[src/rtl/pb_auto_repeat_if.sv]
// Signal bundle between the push-button debouncer side and pb_auto_repeat.
// No backpressure: inputs are sampled every clk edge and outputs are single-cycle strobes/levels.
interface pb_auto_repeat_if #(
  parameter int CNT_W     = 25,
  parameter int RPT_CNT_W = 8
);
  logic                 PB_state;
  logic                 PB_down;
  logic                 PB_up;
  logic                 enable;
  logic [CNT_W-1:0]     hold_delay;
  logic [CNT_W-1:0]     rpt_period;
  logic                 key_pulse;
  logic                 long_press;
  logic                 repeating;
  logic [RPT_CNT_W-1:0] repeat_count;

  modport master (
    output PB_state, PB_down, PB_up, enable, hold_delay, rpt_period,
    input  key_pulse, long_press, repeating, repeat_count
  );

  modport slave (
    input  PB_state, PB_down, PB_up, enable, hold_delay, rpt_period,
    output key_pulse, long_press, repeating, repeat_count
  );
endinterface

[src/rtl/pb_auto_repeat.sv]
// Push-button auto-repeat: key event on press, long-press strobe after hold delay, then periodic repeats.
// Optional macro PB_REPEAT_ACCEL_EN halves the repeat period once 8 repeats have been issued.
module pb_auto_repeat #(
  parameter int CNT_W     = 25,
  parameter int RPT_CNT_W = 8
) (
  input  logic                clk,
  input  logic                rst_n,
  pb_auto_repeat_if.slave     bus,
  output logic [1:0]          state_dbg
);

  localparam logic [1:0] S_IDLE   = 2'd0;
  localparam logic [1:0] S_HOLD   = 2'd1;
  localparam logic [1:0] S_REPEAT = 2'd2;

  logic [1:0]           state;
  logic [CNT_W-1:0]     cnt;
  logic [CNT_W-1:0]     delay_q;
  logic [CNT_W-1:0]     period_q;
  logic [CNT_W-1:0]     period_eff;
  logic [RPT_CNT_W-1:0] rpt_cnt;
  logic [RPT_CNT_W-1:0] rpt_next;
  logic                 enable_q;
  logic                 key_q;
  logic                 long_q;
  logic                 rep_q;
  logic                 released;
  logic                 hold_term;
  logic                 rpt_term;

`ifdef PB_REPEAT_ACCEL_EN
  localparam logic [RPT_CNT_W-1:0] ACCEL_AT = RPT_CNT_W'(8);
  // Halving is derived from the latched period, so it cannot compound; period 1 stays 1.
  always_comb begin
    period_eff = period_q;
    if ((rpt_cnt >= ACCEL_AT) && (period_q > CNT_W'(1)))
      period_eff = period_q >> 1;
  end
`else
  assign period_eff = period_q;
`endif

  assign released  = !bus.enable || bus.PB_up || !bus.PB_state;
  assign hold_term = (delay_q != '0) && (cnt == delay_q - CNT_W'(1));
  assign rpt_term  = (period_eff != '0) && (cnt == period_eff - CNT_W'(1));
  assign rpt_next  = (rpt_cnt == '1) ? rpt_cnt : rpt_cnt + RPT_CNT_W'(1);

  always_ff @(posedge clk or negedge rst_n) begin
    if (!rst_n) begin
      state    <= S_IDLE;
      cnt      <= '0;
      delay_q  <= '0;
      period_q <= '0;
      rpt_cnt  <= '0;
      enable_q <= 1'b0;
      key_q    <= 1'b0;
      long_q   <= 1'b0;
      rep_q    <= 1'b0;
    end else begin
      enable_q <= bus.enable;
      key_q    <= 1'b0;
      long_q   <= 1'b0;
      case (state)
        S_IDLE: begin
          // enable_q rejects a press landing on the same cycle enable rises.
          if (bus.PB_down && bus.enable && enable_q) begin
            state    <= S_HOLD;
            key_q    <= 1'b1;
            rpt_cnt  <= '0;
            cnt      <= '0;
            delay_q  <= bus.hold_delay;
            period_q <= bus.rpt_period;
          end
        end
        S_HOLD: begin
          if (released) begin
            state <= S_IDLE;
            cnt   <= '0;
          end else if (hold_term) begin
            state   <= S_REPEAT;
            key_q   <= 1'b1;
            long_q  <= 1'b1;
            rep_q   <= 1'b1;
            rpt_cnt <= rpt_next;
            cnt     <= '0;
          end else if (delay_q != '0) begin
            cnt <= cnt + CNT_W'(1);
          end
        end
        S_REPEAT: begin
          if (released) begin
            state <= S_IDLE;
            rep_q <= 1'b0;
            cnt   <= '0;
          end else if (rpt_term) begin
            key_q   <= 1'b1;
            rpt_cnt <= rpt_next;
            cnt     <= '0;
          end else if (period_eff != '0) begin
            cnt <= cnt + CNT_W'(1);
          end
        end
        default: begin
          state <= S_IDLE;
          rep_q <= 1'b0;
          cnt   <= '0;
        end
      endcase
    end
  end

  assign bus.key_pulse    = key_q;
  assign bus.long_press   = long_q;
  assign bus.repeating    = rep_q;
  assign bus.repeat_count = rpt_cnt;
  assign state_dbg        = state;

endmodule
[src/flat_wrapper.sv]
// flat-port wrapper written by rule: the top's interface ports become plain ports
module pb_auto_repeat_flat 
#(
  parameter int CNT_W     = 25,
  parameter int RPT_CNT_W = 8
)
  (clk, rst_n, state_dbg, bus_PB_state, bus_PB_down, bus_PB_up, bus_enable, bus_hold_delay, bus_rpt_period, bus_key_pulse, bus_long_press, bus_repeating, bus_repeat_count);
  pb_auto_repeat_if #(.CNT_W(CNT_W), .RPT_CNT_W(RPT_CNT_W)) bus_i ();
  input  logic clk;
  input  logic rst_n;
  output logic [1:0] state_dbg;
  input wire logic [$bits(bus_i.PB_state)-1:0] bus_PB_state;
  input wire logic [$bits(bus_i.PB_down)-1:0] bus_PB_down;
  input wire logic [$bits(bus_i.PB_up)-1:0] bus_PB_up;
  input wire logic [$bits(bus_i.enable)-1:0] bus_enable;
  input wire logic [$bits(bus_i.hold_delay)-1:0] bus_hold_delay;
  input wire logic [$bits(bus_i.rpt_period)-1:0] bus_rpt_period;
  output wire logic [$bits(bus_i.key_pulse)-1:0] bus_key_pulse;
  output wire logic [$bits(bus_i.long_press)-1:0] bus_long_press;
  output wire logic [$bits(bus_i.repeating)-1:0] bus_repeating;
  output wire logic [$bits(bus_i.repeat_count)-1:0] bus_repeat_count;
  assign bus_i.PB_state = bus_PB_state;
  assign bus_i.PB_down = bus_PB_down;
  assign bus_i.PB_up = bus_PB_up;
  assign bus_i.enable = bus_enable;
  assign bus_i.hold_delay = bus_hold_delay;
  assign bus_i.rpt_period = bus_rpt_period;
  assign bus_key_pulse = bus_i.key_pulse;
  assign bus_long_press = bus_i.long_press;
  assign bus_repeating = bus_i.repeating;
  assign bus_repeat_count = bus_i.repeat_count;
  pb_auto_repeat #(.CNT_W(CNT_W), .RPT_CNT_W(RPT_CNT_W)) u_core (.clk(clk), .rst_n(rst_n), .bus(bus_i), .state_dbg(state_dbg));
endmodule
[config.mk]
export PLATFORM = sky130hd
export DESIGN_NAME = pb_auto_repeat_flat
export DESIGN_NICKNAME = d
export VERILOG_FILES = /design/src/rtl/pb_auto_repeat_if.sv /design/src/rtl/pb_auto_repeat.sv /design/src/flat_wrapper.sv
export SDC_FILE = /design/constraint.sdc
export NUM_CORES = 1
export LEC_CHECK = 0
export CAP_MARGIN = 20
export CELL_PAD_IN_SITES_DETAIL_PLACEMENT = 0
export CELL_PAD_IN_SITES_GLOBAL_PLACEMENT = 1
export CORE_ASPECT_RATIO = 1.5
export CORE_MARGIN = 3
export CORE_UTILIZATION = 30
export CTS_BUF_LIST = sky130_fd_sc_hd__clkbuf_4 sky130_fd_sc_hd__clkbuf_8
export DETAILED_ROUTE_END_ITERATION = 10
export DONT_BUFFER_PORTS = 1
export PLACE_DENSITY_LB_ADDON = 0.1
export SYNTH_ARGS = -nofsm -noshare
export SYNTH_HDL_FRONTEND = slang
export SYNTH_SLANG_ARGS = --single-unit
[constraint.sdc]
create_clock -name clk -period 4.29 [get_ports clk]
set_input_delay 0.2145 -clock clk [delete_from_list [all_inputs] [get_ports clk]]
set_output_delay 0.2145 -clock clk [all_outputs]
set_load 0.02 [all_outputs]
After elaboration in Yosys (flattened, before gate mapping)
Cells that the tools add are included.
- bits in registers: 89
- output and inout port bits: 13
- input port bits: 56
- logic and storage cells: 76
- equality and inequality tests: 14
- bitwise gates (word level): 1
- multiplexer cells: 31
- reductions and logical operators: 17
- $add $sub $neg: 4
- operator list (kind ; count):
    $mux W25 ; 7
    $pmux W25 S3 ; 1
    $eq A25 B25 Y1 ; 2
    $reduce_bool A25 Y1 ; 2
    $sub A25 B1 Y25 const B ; 2
    $mux W8 ; 6
    $add A25 B1 Y25 const B ; 1
    $pmux W8 S3 ; 1
    $mux W1 ; 9
    $add A8 B1 Y8 const B ; 1
    $eq A8 B8 Y1 const B ; 1
    $mux W2 ; 4
    $ne A2 B1 Y1 const B ; 4
    $ne A4 B1 Y1 const B ; 2
    $pmux W1 S3 ; 2
    $pmux W2 S3 ; 1
    $reduce_and A3 Y1 ; 2
    $reduce_and A6 Y1 ; 1
    $logic_and A1 B1 Y1 ; 4
    $ne A2 B2 Y1 const B ; 2
    $reduce_and A4 Y1 ; 1
    $ne A3 B1 Y1 const B ; 1
    $reduce_bool A3 Y1 ; 1
    $eq A2 B1 Y1 const B ; 1
    6 further kinds ; 8

Logic depth before layout (Yosys ltp)
Gate-level depths: netlist of the first run.
- depth after elaboration: 6
- depth in mapped cells: 13
- mapped depth without buffers: 11

Worst setup path before layout of the first run
OpenSTA, ideal clock, no wires.
- kind: flip-flop to flip-flop
- start: register u_core.period_q[16], in the netlist u_core.period_eff[16]
- end: register u_core.rpt_cnt[0], in the netlist u_core.bus.repeat_count[0]
- period minus slack after synthesis: 3.560 ns
- arrival: 3.435 ns
- setup slack: 0.730 ns
- library setup time: 0.125 ns
- path buffers: 2
- stages on the path, launching flop included: 11
- required time: 4.165 ns
- path through: dfrtp_1 -> buf_6 -> or4_4 -> or4_4 -> or4_4 -> a2111oi_2 -> o2111a_1 -> nor2b_2 -> or3b_1 -> buf_2 -> mux2_4
- word-level cells in the longest chain between the ends: 5
- elaborated cells on any way between the ends: 6
- those cells by class: 1 x add/sub; 2 x eq/ne; 3 x reduce/logical
- ends and longest elaborated chain (element ; RTL line ; RTL):
    start, declared ; pb_auto_repeat.sv:20 ; logic [CNT_W-1:0] period_q;
    start signal, assigned ; pb_auto_repeat.sv:73 ; period_q <= bus.rpt_period;
    $sub A25 B1 Y25 ; pb_auto_repeat.sv:46 ; assign rpt_term = (period_eff != '0) && (cnt == period_eff - CNT_W'(1));
    $eq A25 B25 Y1 ; pb_auto_repeat.sv:46 ;
    $logic_and A1 B1 Y1 * ; pb_auto_repeat.sv:46 ;
    $ne A2 B1 Y1 (no source line) * ; - ;
    $reduce_and A6 Y1 (no source line) * ; - ;
    end signal, assigned ; pb_auto_repeat.sv:85 ; rpt_cnt <= rpt_next;
    end signal, assigned ; pb_auto_repeat.sv:98 ; rpt_cnt <= rpt_next;
    end, declared ; pb_auto_repeat.sv:22 ; logic [RPT_CNT_W-1:0] rpt_cnt;
Every way passes the cells marked *; elsewhere a longest branch is shown, timed or not.
A chain may end at the register's enable or synchronous reset.

Worst setup path after layout of the first run
- start: register u_core.delay_q[0]
- end: register u_core.rpt_cnt[0], in the netlist u_core.bus.repeat_count[0]
- word-level cells in the longest chain between the ends: 5
- elaborated cells on any way between the ends: 6
- those cells by class: 1 x add/sub; 2 x eq/ne; 3 x reduce/logical
- ends and longest elaborated chain (element ; RTL line ; RTL):
    start, declared ; pb_auto_repeat.sv:19 ; logic [CNT_W-1:0] delay_q;
    start signal, assigned ; pb_auto_repeat.sv:72 ; delay_q <= bus.hold_delay;
    $sub A25 B1 Y25 ; pb_auto_repeat.sv:45 ; assign hold_term = (delay_q != '0) && (cnt == delay_q - CNT_W'(1));
    $eq A25 B25 Y1 ; pb_auto_repeat.sv:45 ;
    $logic_and A1 B1 Y1 * ; pb_auto_repeat.sv:45 ;
    $ne A2 B1 Y1 (no source line) * ; - ;
    $reduce_and A6 Y1 (no source line) * ; - ;
Marks and branches as above.

==> results of run 1 <==
-- worst min path at each step --
stage	slack, ns	startpoint	endpoint
detailed placement	-0.08	rst_n	u_core.bus.repeat_count[1]$_DFFE_PN0P_
finish	0.17	bus_PB_up	u_core.bus.long_press$_DFF_PN0_
CTS	0.13	bus_PB_up	u_core.state_dbg[0]$_DFFE_PN0P_
floorplan	-0.08	rst_n	u_core.bus.key_pulse$_DFF_PN0_
global placement	-0.08	rst_n	u_core.bus.repeat_count[0]$_DFFE_PN0P_
global route	0.15	bus_PB_up	u_core.state_dbg[0]$_DFFE_PN0P_
-- flip-flops by register name, summed over array words and instances, names as in the netlist --
name,flops
u_core.bus.repeat_count,8
u_core.cnt,25
u_core.enable_q,1
u_core.bus.key_pulse,1
u_core.bus.repeating,1
u_core.delay_q,25
u_core.state_dbg,2
u_core.bus.long_press,1
u_core.period_eff,25
-- kinds of logic (layout without fill, tap and decap cells) --
group	count (synthesis)	count (layout)
buffers and inverters	60	102
adders and majority gates	9	9
muxes	60	60
AOI/OAI and AO/OA	119	119
and+or+nand+nor	273	273
DFF	89	89
xor gates and xnor gates	67	67
-- cell usage after synthesis (5+ instances only) --
| library cell | n |
|---|---|
| clkbuf_1 | 31 |
| nand2b_1 | 9 |
| a211o_1 | 9 |
| dfrtp_1 | 89 |
| or4_1 | 9 |
| nor2b_1 | 12 |
| nor4b_1 | 5 |
| nand2_1 | 39 |
| a2111oi_0 | 7 |
| or3_1 | 12 |
| o21ai_0 | 10 |
| mux2_2 | 53 |
| o211ai_1 | 6 |
| a21oi_1 | 9 |
| nand4_1 | 16 |
| a31oi_1 | 6 |
| buf_1 | 7 |
| and3_1 | 23 |
| a22o_1 | 14 |
| nor3_1 | 24 |
| mux2i_1 | 6 |
| nor2_1 | 42 |
| xnor2_1 | 46 |
| o21ai_1 | 19 |
| nand3_1 | 24 |
| nor4_1 | 16 |
| inv_1 | 17 |
| xor2_1 | 21 |
| ha_1 | 9 |
| nand3b_1 | 11 |
-- per-layer routing --
| metal | global-route usage | vias to the layer above | routed length, um |
|---|---|---|---|
| met1 | 0.1933 | 2581 | 7332 |
| met4 | 0.06272 | 0 | 443 |
| met2 | 0.3046 | 91 | 9801 |
| met5 | 0 | - | 0 |
| met3 | 0.02839 | 26 | 529 |
| li1 | - | 2586 | - |
-- tightest hold or removal path: stages --
cell     delay [ns]
nor2_1         0.14
nand3_1        0.13
nor4_1         0.04
-- power by group --
part / switching, W / internal, W / total [W] / leakage [nW]
combinational: 0.000730 / 0.000734 / 0.00146 / 1.65
clock: 0.000321 / 0.000356 / 0.000678 / 0.119
sequential: 0.000481 / 0.00108 / 0.00156 / 1.13
total: 0.00153 / 0.00217 / 0.00370 / 2.90
-- cell type report --
class	instances	share of cell area
clock inverters	1	0.004097
clock buffers	15	0.02731
inverters	17	0.008706
repair buffers	69	0.09116
well taps	264	0.04507
multi-input cells	528	0.5198
flip-flops and latches	89	0.3039
-- stage by stage --
stage | setup slack, ns | instance area [um2] | utilization
2_1_floorplan | 0.7301 | 6272 | -
3_3_place_gp | 0.4334 | 6551 | 0.3196
3_5_place_dp | 0.3970 | 6551 | 0.3196
4_1_cts | 0.3553 | 7330 | 0.3575
5_1_grt | 0.05457 | 7330 | 0.3575
6_report | 0.3323 | 7330 | 0.3575
-- repair_timing --
action / in CTS / in global routing
hold buffers: 53 / 0
endpoints found under the hold margin: 140 / 0
endpoints found under the setup margin: 0 / 0
==> flow_summary.json, run 1 <==
{
  "r2r-end": "u_core.bus.repeat_count[0]$_DFFE_PN0P_",
  "netlist.top_cell.by_area": "dfrtp_1",
  "cts_buffers": 9,
  "insertedDiodeCount": 0,
  "gp_congestion": 0.8895,
  "drc": 0,
  "synth_compound_area_frac": 0.1392,
  "power_leakage_nw": 2.902,
  "cpMaxStageDelayCell": "o41ai_1",
  "final_max_slew_viol_count": 0,
  "fillCellCount": 2154,
  "powerDensity_mw_per_mm2": 505.5,
  "totalWireLength_um": 18110,
  "timing.final.crit_share": 0.9225,
  "path_cells": "inv_1 -> ha_1 -> nor3b_1 -> buf_4 -> nand4_1 -> o41ai_1 -> o21a_1 -> nand4_1 -> nand2_1 -> or3b_1 -> mux2_4",
  "dp_cells": 914,
  "post_cts_buffers": 0,
  "cp-endpoint": "u_core.bus.repeat_count[0]$_DFFE_PN0P_",
  "holdWs_ns": 0.1725,
  "holdPathStages": 3,
  "synthesis.area_mm2": 0.006272,
  "path_common_cell": "nand4_1",
  "pin_count": 69,
  "synth_area_leaders": "dfrtp_1 (36%), mux2_2 (9.5%), xnor2_1 (6.4%)",
  "critPathMaxStageDelay_ns": 0.78,
  "muxShareOfSynthArea": 0.1071,
  "cp-start-kind": "flip-flop",
  "grt_start_max_net_pins": 90,
  "synthXorXnorAreaFrac": 0.09356,
  "synth_fa_ha_area_frac": 0.01795,
  "drt_first_iter_violations": 258,
  "ys.warnings.count": 0,
  "grt_pass1_wl_um": 29340,
  "cp.depth": 11,
  "status": "complete, no violations",
  "cts-resized-gates": 0,
  "worstSkewPairLatency_ns": 0.39,
  "drive_gt1_frac": 0.1405,
  "drtAntennaViolNets": 0,
  "period_needed_ns": 3.958,
  "final_common_cell": "dfrtp_1",
  "fp.dieArea_mm2": 0.02271,
  "synth_ff_type": "dfrtp_1",
  "startpoint": "u_core.delay_q[0]$_DFFE_PN0P_",
  "hold_viol_final": 0,
  "netlist.area_leader.share": 0.3551,
  "r2r-start": "u_core.delay_q[0]$_DFFE_PN0P_",
  "cp_max_fo": 7,
  "cts_buffer_depth": 2,
  "synth_cell_types": 72,
  "grt_overflow": 0,
  "dp_hpwl_um": 13630,
  "rr_worst_depth": 11,
  "start_util": 0.3060,
  "syn_to_final_growth_pct": 16.86,
  "core-area_mm2": 0.02050,
  "setup_viol": 0,
  "seqCellArea_mm2": 0.002227,
  "h-tree-depth": 3,
  "peakVddDrop_mv": 0.2219,
  "cp_data_arrival_time_ns": 4.23,
  "finish.net_count": 779,
  "synth_edf_count": 0,
  "max_slew_margin": 0.3647,
  "first_pass_iters": 4,
  "tritoncts": "yes",
  "required_ns": 4.56,
  "worst_pin_slew_ns": 0.9495,
  "seq_area_frac_synth": 0.3551,
  "clk_pin_slew_ns": 0.09,
  "synth_nets": 742,
  "cp.buffers_inverters": 2,
  "syn_inst": 677,
  "synth.avg_cell_area_um2": 9.265,
  "die_h_um": 183.1,
  "critPathCaptureType": "flip-flop",
  "yosys.area_share.simple": 0.2492,
  "wire_per_inst_um": 18.42,
  "synth-seq-cells": 89,
  "grt_pass1_vias": 5414,
  "rrSetupSlack_ns": 0.33,
  "vias": 5284,
  "holdCritPathClass": "input pin to flip-flop",
  "final_cell_mix": "dfrtp_1 (89), mux2_2 (53), dlygate4sd3_1 (52), xnor2_1 (46), nor2_1 (42)",
  "clock-sinks": 89,
  "vias_per_cell": 5.375,
  "fin_tns_setup_ns": 0,
  "die_w_um": 124.1,
  "report.power.total_w": 0.003705,
  "io_buffers": 0,
  "async_reset_ff_frac": 1.000,
  "antenna_found_initial": 0,
  "rsz0062_at_grt": "no",
  "grt_use_total": 0.1676,
  "stdcell_count": 983,
  "synth_top_family_by_area": "simple AND/OR/NAND/NOR gates",
  "cts-root-buf": "clkbuf_8",
  "cap_viol_max_count": 0,
  "multi_input_area_mm2": 0.003810,
  "crit_type": "flip-flop to flip-flop",
  "skew_ns": 0.01743,
  "placementRows": 64,
  "fmax_ghz": 0.2527,
  "critical-path-top-delay-family": "simple AND/OR/NAND/NOR gates"
}
(Power assumes the default switching activity.)
==> run 2, diff against run 1 <==
Settings changed: CORE_UTILIZATION 30 to 51.
==> run 2 against run 1 <==
- total power shrank 0.99%
- final area is 2.0% lower
- flip-flop and latch count stayed put
- critical endpoint is now u_core.bus.repeat_count[5]$_DFFE_PN0P_
==> flow_summary.json, run 2 (synthesis gave the netlist of run 1 again) <==
{
  "required_ns": 4.59,
  "cp_data_arrival_time_ns": 4.29,
  "cts_buffer_depth": 2,
  "die_h_um": 141.8,
  "hold_viol_final": 0,
  "final_max_slew_viol_count": 0,
  "critical-path-top-delay-family": "compound AO/OA/AOI/OAI gates",
  "cap_viol_max_count": 0,
  "timing.final.crit_share": 0.9290,
  "drive_gt1_frac": 0.1381,
  "grt_use_total": 0.2386,
  "setup_viol": 0,
  "holdCritPathClass": "input pin to flip-flop",
  "finish.net_count": 777,
  "crit_type": "flip-flop to flip-flop",
  "fin_tns_setup_ns": 0,
  "gp_congestion": 0.8235,
  "final_common_cell": "dfrtp_1",
  "cp_max_fo": 11,
  "peakVddDrop_mv": 0.2818,
  "vias": 5316,
  "cts-root-buf": "clkbuf_8",
  "cp.buffers_inverters": 1,
  "grt_pass1_vias": 5291,
  "core-area_mm2": 0.01202,
  "dp_hpwl_um": 11610,
  "cp-start-kind": "flip-flop",
  "dp_cells": 800,
  "cts_buffers": 9,
  "power_leakage_nw": 2.890,
  "insertedDiodeCount": 0,
  "drtAntennaViolNets": 0,
  "totalWireLength_um": 15820,
  "die_w_um": 96.55,
  "clock-sinks": 89,
  "pin_count": 69,
  "wire_per_inst_um": 18.19,
  "rsz0062_at_grt": "no",
  "start_util": 0.5220,
  "fp.dieArea_mm2": 0.01369,
  "syn_to_final_growth_pct": 14.48,
  "skew_ns": 0.01327,
  "clk_pin_slew_ns": 0.10,
  "drt_first_iter_violations": 171,
  "grt_pass1_wl_um": 25340,
  "drc": 0,
  "critPathMaxStageDelay_ns": 0.79,
  "stdcell_count": 870,
  "grt_start_max_net_pins": 90,
  "placementRows": 49,
  "max_slew_margin": 0.3306,
  "first_pass_iters": 5,
  "critPathCaptureType": "flip-flop",
  "h-tree-depth": 3,
  "holdWs_ns": 0.1790,
  "status": "complete, no violations",
  "powerDensity_mw_per_mm2": 510.9,
  "antenna_found_initial": 0,
  "grt_overflow": 0,
  "period_needed_ns": 3.985,
  "worstSkewPairLatency_ns": 0.37,
  "fmax_ghz": 0.2509,
  "vias_per_cell": 6.110,
  "final_cell_mix": "dfrtp_1 (89), mux2_2 (53), dlygate4sd3_1 (52), xnor2_1 (46), nor2_1 (42)",
  "cpMaxStageDelayCell": "o41ai_1",
  "io_buffers": 0,
  "tritoncts": "yes",
  "path_common_cell": "nand4_1",
  "path_cells": "nor4_1 -> nand4_1 -> o41ai_1 -> o21a_1 -> nand4_1 -> buf_4 -> a2111oi_0 -> a211o_1",
  "worst_pin_slew_ns": 1.001,
  "cts-resized-gates": 0
}
run 2: area by class of cell:
cell class,count,area (um2)
Fill cell,1080,4836
Multi-Input combinational cell,528,3810
Sequential cell,89,2227
Timing Repair Buffer,67,650.6
Tap cell,153,191.4
Clock buffer,11,151.4
Clock inverter,5,86.33
Inverter,17,63.81
run 2: worst paths after layout:
path                                           startpoint                                     end  slack [ns]  depth (start not counted)
max                         u_core.delay_q[4]$_DFFE_PN0P_  u_core.bus.repeat_count[5]$_DFFE_PN0P_        0.30                          8
min                                             bus_PB_up         u_core.bus.long_press$_DFF_PN0_        0.18                          3
max reg2reg                 u_core.delay_q[4]$_DFFE_PN0P_  u_core.bus.repeat_count[5]$_DFFE_PN0P_        0.30                          8
min reg2reg                u_core.delay_q[23]$_DFFE_PN0P_          u_core.delay_q[23]$_DFFE_PN0P_        0.58                          1
max in group asynchronous                           rst_n       u_core.period_eff[23]$_DFFE_PN0P_        3.49                          2
min in group asynchronous                           rst_n           u_core.delay_q[3]$_DFFE_PN0P_        0.36                          2
run 2: metal layers:
| layer | share of wire | vias to the layer above | global-route usage |
|---|---|---|---|
| met5 | 0 | - | 0 |
| met4 | 0.041 | 0 | 0.1042 |
| met3 | 0.029 | 36 | 0.03448 |
| met2 | 0.54 | 106 | 0.4432 |
| met1 | 0.39 | 2590 | 0.2605 |
| li1 | - | 2584 | - |
run 2: worst register-to-register path, stage by stage, from the launching register on:
cell and delay (ns):
dfrtp_1 0.51, nor4_1 0.66, nand4_1 0.43, o41ai_1 0.79, o21a_1 0.25, nand4_1 0.16
buf_4 0.24, a2111oi_0 0.69, a211o_1 0.17
run 2: report_power, final:
part           internal [W]  switching [W]  leakage, nW
Clock              0.000364       0.000319        0.120
Sequential          0.00108       0.000461         1.13
Combinational      0.000729       0.000712         1.64
Total               0.00218        0.00149         2.89
run 2: through the flow:
stage | util | area [um2] | setup WS, ns | power (W)
2_1_floorplan | - | 6272 | 0.7301 | 0.002575
3_3_place_gp | 0.5318 | 6390 | 0.4289 | 0.002874
3_5_place_dp | 0.5318 | 6390 | 0.4083 | 0.002930
4_1_cts | 0.5971 | 7176 | 0.3776 | 0.003680
5_1_grt | 0.5976 | 7181 | 0.01618 | 0.003935
6_report | 0.5976 | 7181 | 0.3047 | 0.003668
run 2: repair_timing:
action | CTS | global route
hold endpoints to repair | 140 | 0
hold buffers | 53 | 0
endpoints found under the setup margin | 0 | 0
buffers inserted | 0 | 0
==> run 3, diff against run 2 <==
Settings changed: MAX_ROUTING_LAYER set to met4.
==> run 3 against run 2 <==
- clock power about the same
- register-to-register slack worse by 0.07 ns
- core utilization unchanged
- combinational power about the same
- sequential share of layout area unchanged
- die area unchanged
- count of clock-buffer cells in the layout unchanged
- first-iteration DRC count up 8.8%
- sequential power about the same
- worst setup slack worse by 0.070 ns
==> flow_summary.json, run 3 (synthesis gave the netlist of run 1 again) <==
{
  "drt_first_iter_violations": 186,
  "required_ns": 4.59,
  "grt_use_total": 0.2460,
  "final_area_mm2": 0.007181,
  "max_slew_margin": 0.3339,
  "placementRows": 49,
  "dpl_cell_area_mm2": 0.006390,
  "timing.final.crit_share": 0.9453,
  "first_pass_iters": 5,
  "start_util": 0.5220,
  "peakVddDrop_mv": 0.2826,
  "cts_buffers": 9,
  "post_cts_buffers": 0,
  "core-area_mm2": 0.01202,
  "fmax_ghz": 0.2466,
  "fin_tns_setup_ns": 0,
  "cts_hold_buf": 53,
  "multi_input_area_mm2": 0.003810,
  "report.power.total_w": 0.003669,
  "gp_congestion": 0.8359,
  "grt_pass1_wl_um": 25400,
  "die_w_um": 96.55,
  "cp.buffers_inverters": 1,
  "drtAntennaViolNets": 0,
  "antenna_found_initial": 0,
  "powerDensity_mw_per_mm2": 510.9,
  "cp-start-kind": "flip-flop",
  "totalWireLength_um": 15830,
  "final_common_cell": "dfrtp_1",
  "drive_gt1_frac": 0.1381,
  "period_needed_ns": 4.055,
  "h-tree-depth": 3,
  "vias_per_cell": 6.080,
  "worst_pin_slew_ns": 0.9956,
  "critPathMaxStageDelay_ns": 0.79,
  "cp_max_fo": 11,
  "drc": 0,
  "holdWs_ns": 0.1792,
  "die_h_um": 141.8,
  "finish.net_count": 777,
  "critPathCaptureType": "flip-flop",
  "vias": 5290,
  "grt_overflow": 0,
  "final_cell_mix": "dfrtp_1 (89), mux2_2 (53), dlygate4sd3_1 (52), xnor2_1 (46), nor2_1 (42)",
  "hold_viol_final": 0,
  "fp.dieArea_mm2": 0.01369,
  "syn_to_final_growth_pct": 14.48,
  "grt_pass1_vias": 5289,
  "setup_viol": 0,
  "insertedDiodeCount": 0,
  "critical-path-top-delay-family": "compound AO/OA/AOI/OAI gates",
  "tritoncts": "yes",
  "cpMaxStageDelayCell": "o41ai_1",
  "path_cells": "nor4_1 -> nand4_1 -> o41ai_1 -> o21a_1 -> nand4_1 -> buf_4 -> a2111oi_0 -> a211o_1",
  "clock-sinks": 89,
  "fin_util": 0.5976,
  "wire_per_inst_um": 18.19,
  "status": "complete, no violations",
  "final_max_slew_viol_count": 0,
  "grt_start_max_net_pins": 90,
  "worstSkewPairLatency_ns": 0.37,
  "cts_buffer_depth": 2,
  "holdCritPathClass": "input pin to flip-flop",
  "power_leakage_nw": 2.890,
  "skew_ns": 0.01313,
  "clk_pin_slew_ns": 0.10,
  "io_buffers": 0,
  "pin_count": 69,
  "cap_viol_max_count": 0,
  "crit_type": "flip-flop to flip-flop",
  "seqCellArea_mm2": 0.002227,
  "cts-root-buf": "clkbuf_8",
  "cts-resized-gates": 0,
  "dp_hpwl_um": 11610,
  "cp_data_arrival_time_ns": 4.36,
  "path_common_cell": "nand4_1",
  "fillCellCount": 1080,
  "rsz0062_at_grt": "no"
}
## run 3: cell counts in the layout (fill, tap and decap cells not counted)
No cell type changed its count.
## run 3: area by class of cell
class	count	share of cell area
Clock inverter	5	0.01202
Clock buffer	11	0.02108
Sequential cell	89	0.3102
Timing Repair Buffer	67	0.09061
Inverter	17	0.008887
Multi-Input combinational cell	528	0.5306
Tap cell	153	0.02666
## run 3: worst paths after layout
path / start / endpoint / slack (ns) / cells past startpoint
max in group asynchronous: rst_n / u_core.period_eff[23]$_DFFE_PN0P_ / 3.47 / 2
setup reg to reg: u_core.delay_q[4]$_DFFE_PN0P_ / u_core.bus.repeat_count[5]$_DFFE_PN0P_ / 0.23 / 8
min in group asynchronous: rst_n / u_core.delay_q[3]$_DFFE_PN0P_ / 0.36 / 2
hold reg to reg: u_core.period_eff[19]$_DFFE_PN0P_ / u_core.period_eff[19]$_DFFE_PN0P_ / 0.57 / 1
hold / removal: bus_PB_up / u_core.bus.long_press$_DFF_PN0_ / 0.18 / 3
setup / recovery: u_core.delay_q[4]$_DFFE_PN0P_ / u_core.bus.repeat_count[5]$_DFFE_PN0P_ / 0.23 / 8
## run 3: stage by stage
| step | instances | setup slack (ns) |
|---|---|---|
| after CTS | 869 | 0.3776 |
| after global routing | 870 | 0.01613 |
| final | 870 | 0.2349 |
| after detailed placement | 800 | 0.4083 |
| after floorplan | 677 | 0.7301 |
| after global placement | 800 | 0.4289 |
## run 3: layer usage
layer  vias to the layer above  part of all wire  global-route usage
met5                         -                 0                   -
met2                       118              0.54              0.4432
met3                        35             0.036             0.03501
met1                      2552              0.38              0.2622
li1                       2585                 -                   -
met4                         0             0.041              0.1042
## run 3: power by group
part	leakage (nW)	internal (W)	switching, W	total [W]
Combinational	1.64	0.000730	0.000712	0.00144
Sequential	1.13	0.00108	0.000461	0.00154
Clock	0.120	0.000364	0.000320	0.000685
Total	2.89	0.00218	0.00149	0.00367
## run 3: tightest hold or removal path, delay by kind of cell
family,cells,cell delay (ns)
and+or+nand+nor,3,0.31
